`config.mk`:
```
export PLATFORM = sky130hd
export DESIGN_NAME = fixed_to_float_norm
export DESIGN_NICKNAME = d
export VERILOG_FILES = /design/src/rtl/fixed_to_float_norm.sv
export SDC_FILE = /design/constraint.sdc
export NUM_CORES = 1
export LEC_CHECK = 0
export CORE_MARGIN = 2
export CORE_UTILIZATION = 35
export CTS_CLUSTER_SIZE = 40
export DETAILED_ROUTE_END_ITERATION = 8
export HOLD_SLACK_MARGIN = 0.03
export PLACE_DENSITY_LB_ADDON = 0.1
export SETUP_SLACK_MARGIN = 0.15
export SYNTH_ARGS = -nofsm -noshare
export SYNTH_HDL_FRONTEND = slang
export SYNTH_SLANG_ARGS = --single-unit
```
`constraint.sdc`:
```
create_clock -name Clk -period 3.96 [get_ports Clk]
set_input_delay 0.792 -clock Clk [delete_from_list [all_inputs] [get_ports Clk]]
set_output_delay 0.792 -clock Clk [all_outputs]
set_load 0.01 [all_outputs]
```
`src/rtl/fixed_to_float_norm.sv`:
```
// rtl/fixed_to_float_norm.sv - unsigned fixed-point to float normaliser; FIXED_TO_FLOAT_ROUND_EN enables round-to-nearest-even
module fixed_to_float_norm #(
    parameter int FIXEDSIZE      = 32,
    parameter int RADIXPOINTSIZE = 6,
    parameter int EXPONENTBITS   = 8,
    parameter int MANTISSABITS   = 23,
    parameter int BIAS           = 2**(EXPONENTBITS-1)-1
) (
    input  logic                      Clk,
    input  logic                      Rst,
    input  logic                      InStart,
    input  logic [FIXEDSIZE-1:0]      InFixed,
    input  logic [RADIXPOINTSIZE-1:0] InRadixPoint,
    output logic [EXPONENTBITS-1:0]   OutExponent,
    output logic [MANTISSABITS-1:0]   OutMantissa,
    output logic                      OutZero,
    output logic                      OutOverflow,
    output logic                      OutUnderflow,
    output logic                      OutBusy,
    output logic                      OutDone
);

    // Exponent is evaluated two bits wider than the field so that both
    // overflow and negative (underflow) results are representable.
    localparam int EW = EXPONENTBITS + 2;
    localparam int LW = $clog2(FIXEDSIZE) + 1;
    // Bits below the mantissa that are discarded after normalisation.
    localparam int DW = FIXEDSIZE - 1 - MANTISSABITS;
    localparam logic signed [EW-1:0] EXPMAX = EW'((2**EXPONENTBITS) - 1);
    localparam logic signed [EW-1:0] EXPONE = EW'(1);

    typedef enum logic [1:0] {IDLE, NORM, DONE} stateT;

    stateT                     state;
    stateT                     stateNext;
    logic [FIXEDSIZE-1:0]      shiftReg;
    logic [RADIXPOINTSIZE-1:0] radixReg;
    logic [LW-1:0]             lzCount;

    logic signed [EW-1:0]      expCalc;
    logic [MANTISSABITS-1:0]   mantCalc;
    logic [EXPONENTBITS-1:0]   resExp;
    logic [MANTISSABITS-1:0]   resMant;
    logic                      resZero;
    logic                      resOverflow;
    logic                      resUnderflow;

`ifdef FIXED_TO_FLOAT_ROUND_EN
    logic                      guardBit;
    logic                      stickyBit;
    logic                      roundUp;
    logic [MANTISSABITS:0]     mantSum;

    if (DW >= 2) begin : gGuardSticky
        assign guardBit  = shiftReg[DW-1];
        assign stickyBit = |shiftReg[DW-2:0];
    end else if (DW == 1) begin : gGuardOnly
        assign guardBit  = shiftReg[0];
        assign stickyBit = 1'b0;
    end else begin : gNoDiscard
        assign guardBit  = 1'b0;
        assign stickyBit = 1'b0;
    end
`else
    if (DW >= 1) begin : gTruncated
        logic unusedLowBits;
        assign unusedLowBits = ^shiftReg[DW-1:0];
    end
`endif

    assign OutBusy = (state == NORM);
    assign OutDone = (state == DONE);

    // State register
    always_ff @(posedge Clk or posedge Rst) begin
        if (Rst) begin
            state <= IDLE;
        end else begin
            state <= stateNext;
        end
    end

    // Next-state: zero input skips normalisation; DONE always returns to IDLE
    always_comb begin
        stateNext = state;
        case (state)
            IDLE: begin
                if (InStart) begin
                    stateNext = (InFixed == '0) ? DONE : NORM;
                end
            end
            NORM: begin
                if (shiftReg[FIXEDSIZE-1]) begin
                    stateNext = DONE;
                end
            end
            DONE:    stateNext = IDLE;
            default: stateNext = IDLE;
        endcase
    end

    // Result from the normalised shift register, with saturation and flush-to-zero
    always_comb begin
        expCalc  = EW'(BIAS + FIXEDSIZE - 1) - EW'(lzCount) - EW'(radixReg);
        mantCalc = shiftReg[FIXEDSIZE-2 -: MANTISSABITS];
`ifdef FIXED_TO_FLOAT_ROUND_EN
        roundUp = guardBit & (stickyBit | mantCalc[0]);
        mantSum = {1'b0, mantCalc} + {{MANTISSABITS{1'b0}}, roundUp};
        if (mantSum[MANTISSABITS]) begin
            mantCalc = '0;
            expCalc  = expCalc + EW'(1);
        end else begin
            mantCalc = mantSum[MANTISSABITS-1:0];
        end
`endif
        resExp       = '0;
        resMant      = '0;
        resZero      = 1'b0;
        resOverflow  = 1'b0;
        resUnderflow = 1'b0;
        if (expCalc >= EXPMAX) begin
            resExp      = '1;
            resOverflow = 1'b1;
        end else if (expCalc < EXPONE) begin
            resZero      = 1'b1;
            resUnderflow = 1'b1;
        end else begin
            resExp  = expCalc[EXPONENTBITS-1:0];
            resMant = mantCalc;
        end
    end

    // Datapath: load on accepted start, shift until MSB set, register results at DONE entry
    always_ff @(posedge Clk or posedge Rst) begin
        if (Rst) begin
            shiftReg     <= '0;
            radixReg     <= '0;
            lzCount      <= '0;
            OutExponent  <= '0;
            OutMantissa  <= '0;
            OutZero      <= 1'b0;
            OutOverflow  <= 1'b0;
            OutUnderflow <= 1'b0;
        end else begin
            case (state)
                IDLE: begin
                    if (InStart) begin
                        if (InFixed != '0) begin
                            shiftReg <= InFixed;
                            radixReg <= InRadixPoint;
                            lzCount  <= '0;
                        end else begin
                            OutExponent  <= '0;
                            OutMantissa  <= '0;
                            OutZero      <= 1'b1;
                            OutOverflow  <= 1'b0;
                            OutUnderflow <= 1'b0;
                        end
                    end
                end
                NORM: begin
                    if (shiftReg[FIXEDSIZE-1]) begin
                        OutExponent  <= resExp;
                        OutMantissa  <= resMant;
                        OutZero      <= resZero;
                        OutOverflow  <= resOverflow;
                        OutUnderflow <= resUnderflow;
                    end else begin
                        shiftReg <= {shiftReg[FIXEDSIZE-2:0], 1'b0};
                        lzCount  <= lzCount + LW'(1);
                    end
                end
                default: begin
                end
            endcase
        end
    end

endmodule
```
Word level (Yosys, flattened, before mapping)
Index checks and enable logic that the tools add are counted.
- flip-flop bits (word level): 80
- output and inout port bits: 36
- word-level logic and storage cells: 67
- $add $sub $neg: 3
- order comparisons: 2
- equality and inequality tests: 7
- multiplexer cells: 36
- reductions and logical operators: 9
- operators by type and width (kind ; number):
    23-bit two-way mux ; 5
    32-bit two-way mux ; 3
    32-bit case mux with 2 select lines ; 1
    23-bit case mux with 2 select lines ; 1
    8-bit two-way mux ; 5
    32-bit logical NOT ; 1
    32-bit nonzero test ; 1
    6-bit two-way mux ; 3
    8-bit case mux with 2 select lines ; 1
    6-bit case mux with 2 select lines ; 1
    10-bit by 9-bit greater-or-equal comparator with 1-bit output (second input constant) ; 1
    10-bit by 2-bit < comparator with 1-bit output (second input constant) ; 1
    9-bit by 7-bit subtractor with 10-bit output ; 1
    1-bit two-way mux ; 9
    8-bit by 6-bit subtractor with 9-bit output (first input constant) ; 1
    2-bit inequality test (second input constant) ; 4
    4-bit AND reduction ; 2
    6-bit by 1-bit adder with 6-bit output (second input constant) ; 1
    2-bit two-way mux ; 3
    1-bit case mux with 2 select lines ; 3
    3-bit AND reduction ; 2
    2-bit case mux with 2 select lines ; 1
    2-bit by 1-bit equality test with 1-bit output (second input constant) ; 1
    2-bit equality test (second input constant) ; 1
    4 further kinds ; 4

Logic depth before layout (Yosys ltp)
- depth after elaboration: 7
- gate-level depth with buffers: 12
- depth with buffers taken out: 11

Worst setup path before layout
OpenSTA, ideal clock, no wires.
- kind: register to register
- start point: register lzCount[0]
- end point: register OutMantissa[1]
- library setup time: 122 ps
- arrival: 2761 ps
- slack: 1078 ps
- stages on the path, launching flop included: 13
- cells stage by stage: dfrtp_1 ha_1 nand3_1 xor2_1 ha_1 a21oi_1 o21ai_2 a311o_1 nand2b_2 nand2_2 o31a_4 buf_6 a32o_1
- word-level cells in the longest chain between the ends: 7
- elaborated cells between the ends (all ways): 8
- those cells by class: 2 x add/sub; 2 x order compare; 4 x mux
- RTL lines (what ; RTL line ; text):
    from (decl) ; 38 ; logic [LW-1:0] lzCount;
    from (signal assigned) ; 170 ; lzCount <= lzCount + LW'(1);
    8-bit by 6-bit subtractor with 9-bit output (*) ; 104 ; expCalc = EW'(BIAS + FIXEDSIZE - 1) - EW'(lzCount) - EW'(radixReg);
    9-bit by 7-bit subtractor with 10-bit output (*) ; 104 ;
    10-bit by 2-bit < comparator with 1-bit output ; 124 ; end else if (expCalc < EXPONE) begin
    23-bit two-way mux ; 124 ;
    23-bit two-way mux (*) ; 121 ; if (expCalc >= EXPMAX) begin
    23-bit two-way mux (*) ; 162 ; if (shiftReg[FIXEDSIZE-1]) begin
    23-bit case mux with 2 select lines (*) ; 145 ; case (state)
    to (signal assigned) ; 164 ; OutMantissa <= resMant;
    to (decl) ; 15 ; output logic [MANTISSABITS-1:0] OutMantissa,
Mark *: on every way between the ends. The rest lies on a longest branch, timed or not. The select of a mux whose other input is x is not followed.
A chain may end at the register's enable or synchronous reset.

Final worst setup path
- start point: register lzCount[0]
- end point: register OutMantissa[15]
Same word-level chain as after synthesis.

==> impl_metrics.json <==
{
  "synth_cells": 364,
  "ys.flop_type": "dfrtp_1",
  "cts_setup_buffers": 0,
  "fin_setup_tns_ps": 0,
  "row_count": 38,
  "grt_setup_unrepaired": "no",
  "pin_count": 77,
  "grt_max_degree": 46,
  "avgSynthCellArea_sq_um": 10.7,
  "die-height_um": 109,
  "worstPathMaxFanout": 30,
  "critical_path.slowest_cell": "dfrtp_1",
  "dieArea_sq_um": 12000,
  "hold_depth": 1,
  "area_growth_pct": 27.9,
  "die_w_um": 109,
  "cts_sinks": 80,
  "yosysSeqAreaShare_pct": 51.5,
  "setup_viol": 0,
  "finalWirelength_um": 9820,
  "cts_tree": "built",
  "ys_types": 52,
  "period_needed_ps": 3420,
  "path_delay_family": "compound AO/OA/AOI/OAI gates",
  "post_cts_resize_count": 0,
  "diodes": 0,
  "crit_chain": "ha_1, nand3_1, xor2_1, ha_1, a21oi_1, nand3_1, a221o_1, a31oi_1, o31a_4, a32o_1",
  "path_buf_inv": 0,
  "setup_slack_ps": 545,
  "maxCapViolCount": 0,
  "crit_path_start_kind": "flop",
  "place.gp.congestion": 0.792,
  "yosys-top-cells-area": "dfrtp_1 (52%), a32o_1 (5.9%), a221oi_1 (4.7%), nor2_1 (4.6%), ha_1 (2.6%)",
  "finClkSkew_ps": 11.1,
  "wl_per_cell_um": 16.9,
  "insertion_delay_ps": 350,
  "viasPerCell": 5.45,
  "tightest_slew_ps": 836,
  "numPortBuffers": 76,
  "htreeDepth": 3,
  "finalMaxSlewViolations": 0,
  "synth_area_leader_cell": "dfrtp_1",
  "drt_iter0_drc": 205,
  "irDropWorstVdd_uv": 265,
  "ys_seq_elements": 80,
  "synth_edf_count": 0,
  "cp.arrival_ps": 3700,
  "start_util_pct": 35.8,
  "cts_root_buf": "clkbuf_8",
  "synth.net_count": 414,
  "cts-buffers-inserted": 9,
  "max_freq_mhz": 293,
  "grt_overflow_total": 0,
  "status": "finished, final reports clean",
  "syn-cell-area_sq_um": 3880,
  "nets": 486,
  "drive_gt1_share_pct": 7.95,
  "pre_cts_slack_ps": 591,
  "async_flop_share_pct": 100,
  "slowest_delay_ps": 440,
  "critPathCaptureType": "flop",
  "yosys.area.top_type_share_pct": 51.5,
  "drc": 0,
  "cts-hold-fix-buffers": 0,
  "crit_type": "reg2reg",
  "fin_crit_sh_pct": 86.2,
  "routed-via-count": 3161,
  "antenna_left": 0,
  "slew_headroom_pct": 44.2,
  "n_fill_cell": 1054,
  "required_ps": 4250,
  "cts_buffer_depth": 2,
  "p_leak_nw": 2.10,
  "yosys_warnings": 0,
  "place_hpwl_um": 6770,
  "grt_antenna_before_repair": 0,
  "hold_path_class": "reg2reg",
  "cp.depth": 10,
  "firstDrtPassIters": 7,
  "r2r_cells": 10,
  "clkTransAtPathRegs_ps": 80,
  "p_per_area_nw_per_um2": 847,
  "grt_pass1_vias": 2931,
  "core_area_sq_um": 10800,
  "globalRouteTotalUtil_pct": 17.3,
  "hold_viol": 0,
  "grt_pass1_wl_um": 15800
}
cell usage after synthesis (all sizes together), types with 2 or more instances:
| library cell | instances |
|---|---|
| nand3 | 6 |
| xor2 | 6 |
| nand4 | 3 |
| dfrtp | 80 |
| clkbuf | 15 |
| or3 | 2 |
| buf | 8 |
| inv | 25 |
| and3 | 2 |
| nor2b | 3 |
| a22o | 10 |
| a222oi | 9 |
| ha | 8 |
| or2 | 2 |
| a221oi | 21 |
| nor4 | 9 |
| o21ai | 11 |
| a32o | 23 |
| nand2b | 4 |
| a21o | 4 |
| nand2 | 25 |
| xnor2 | 6 |
| a21oi | 8 |
| o31ai | 5 |
| nor2 | 48 |
| a211o | 2 |
placed cells by master, fill, tap and decap left out, types with 2 or more instances in the layout:
master	Yosys	routed
dfrtp_1	80	80
clkdlybuf4s50_1	0	76
nor2_1	48	47
inv_1	25	24
nand2_1	24	24
a32o_1	23	23
a221oi_1	21	21
clkbuf_8	0	12
a22o_1	10	10
a222oi_1	9	9
nor4_1	8	8
o21ai_0	8	8
a21oi_1	8	8
ha_1	8	8
buf_4	0	7
nand3_1	6	6
xor2_1	6	6
xnor2_1	5	5
o31ai_1	5	5
a21o_1	4	4
nand4_1	3	3
nand2b_1	3	3
nor2b_1	3	3
or3_1	2	2
o21ai_1	2	2
and3_1	2	2
or2_1	2	2
a211o_1	2	2
per-stage QoR:
| step | cell area (sq um) | utilization (%) | power [W] | cells | hold WS (ps) |
|---|---|---|---|---|---|
| floorplan | 3880 | - | 0.00290 | 364 | 458 |
| global placement | 4780 | 44.1 | 0.00363 | 565 | 465 |
| finish | 4970 | 45.8 | 0.00421 | 580 | 492 |
| detailed placement | 4780 | 44.1 | 0.00366 | 565 | 472 |
| global route | 4970 | 45.8 | 0.00456 | 580 | 508 |
| CTS | 4970 | 45.8 | 0.00426 | 580 | 490 |
path summary, 6_finish.rpt:
path	from	to	slack [ps]
worst max-delay path	lzCount[0]	OutMantissa[15]	540
worst min register to register	OutExponent[7]	OutExponent[7]	490
max in group asynchronous	Rst	shiftReg[4]	2270
worst min-delay path	OutExponent[7]	OutExponent[7]	490
worst max register to register	lzCount[0]	OutMantissa[15]	540
min in group asynchronous	Rst	radixReg[0]	880
per-layer routing:
layer,vias to the layer above,routed length (um),GRT usage [%]
li1,1510,-,-
met1,1535,4880,26.3
met2,106,4280,24.1
met3,10,544,4.21
met4,0,114,5.79
met5,-,0,0
final cells by class:
cell class / count / area (sq um) / share of cell area, %
Sequential cell: 80 / 2000 / 40.3
Multi-Input combinational cell: 236 / 1670 / 33.7
Timing Repair Buffer: 84 / 833 / 16.8
Tap cell: 140 / 175 / 3.53
Clock buffer: 12 / 165 / 3.32
Inverter: 25 / 95.1 / 1.91
Clock inverter: 3 / 25.0 / 0.504
sequential cells by signal, summed over array words and instances, names as in the netlist:
signal,cells
OutExponent,8
OutMantissa,23
OutOverflow,1
OutUnderflow,1
OutZero,1
lzCount,6
radixReg,6
shiftReg,32
state,2
power by group:
group / internal, W / total, W / switching, W
clock: 0.000279 / 0.000579 / 0.000299
combinational: 0.00103 / 0.00216 / 0.00112
sequential: 0.00120 / 0.00147 / 0.000269
total: 0.00252 / 0.00421 / 0.00169
cells by family after synthesis:
group,after synthesis,share of synthesized area (%)
AND/OR/NAND/NOR,106,12.4
XOR/XNOR,12,2.90
flip-flops,80,51.5
AO/OA/AOI/OAI,108,24.2
buffers and inverters,48,5.60
adder cells (fa/ha/maj),9,3.09
multiplexers,1,0.290
Power figures use the tool's default switching activity.
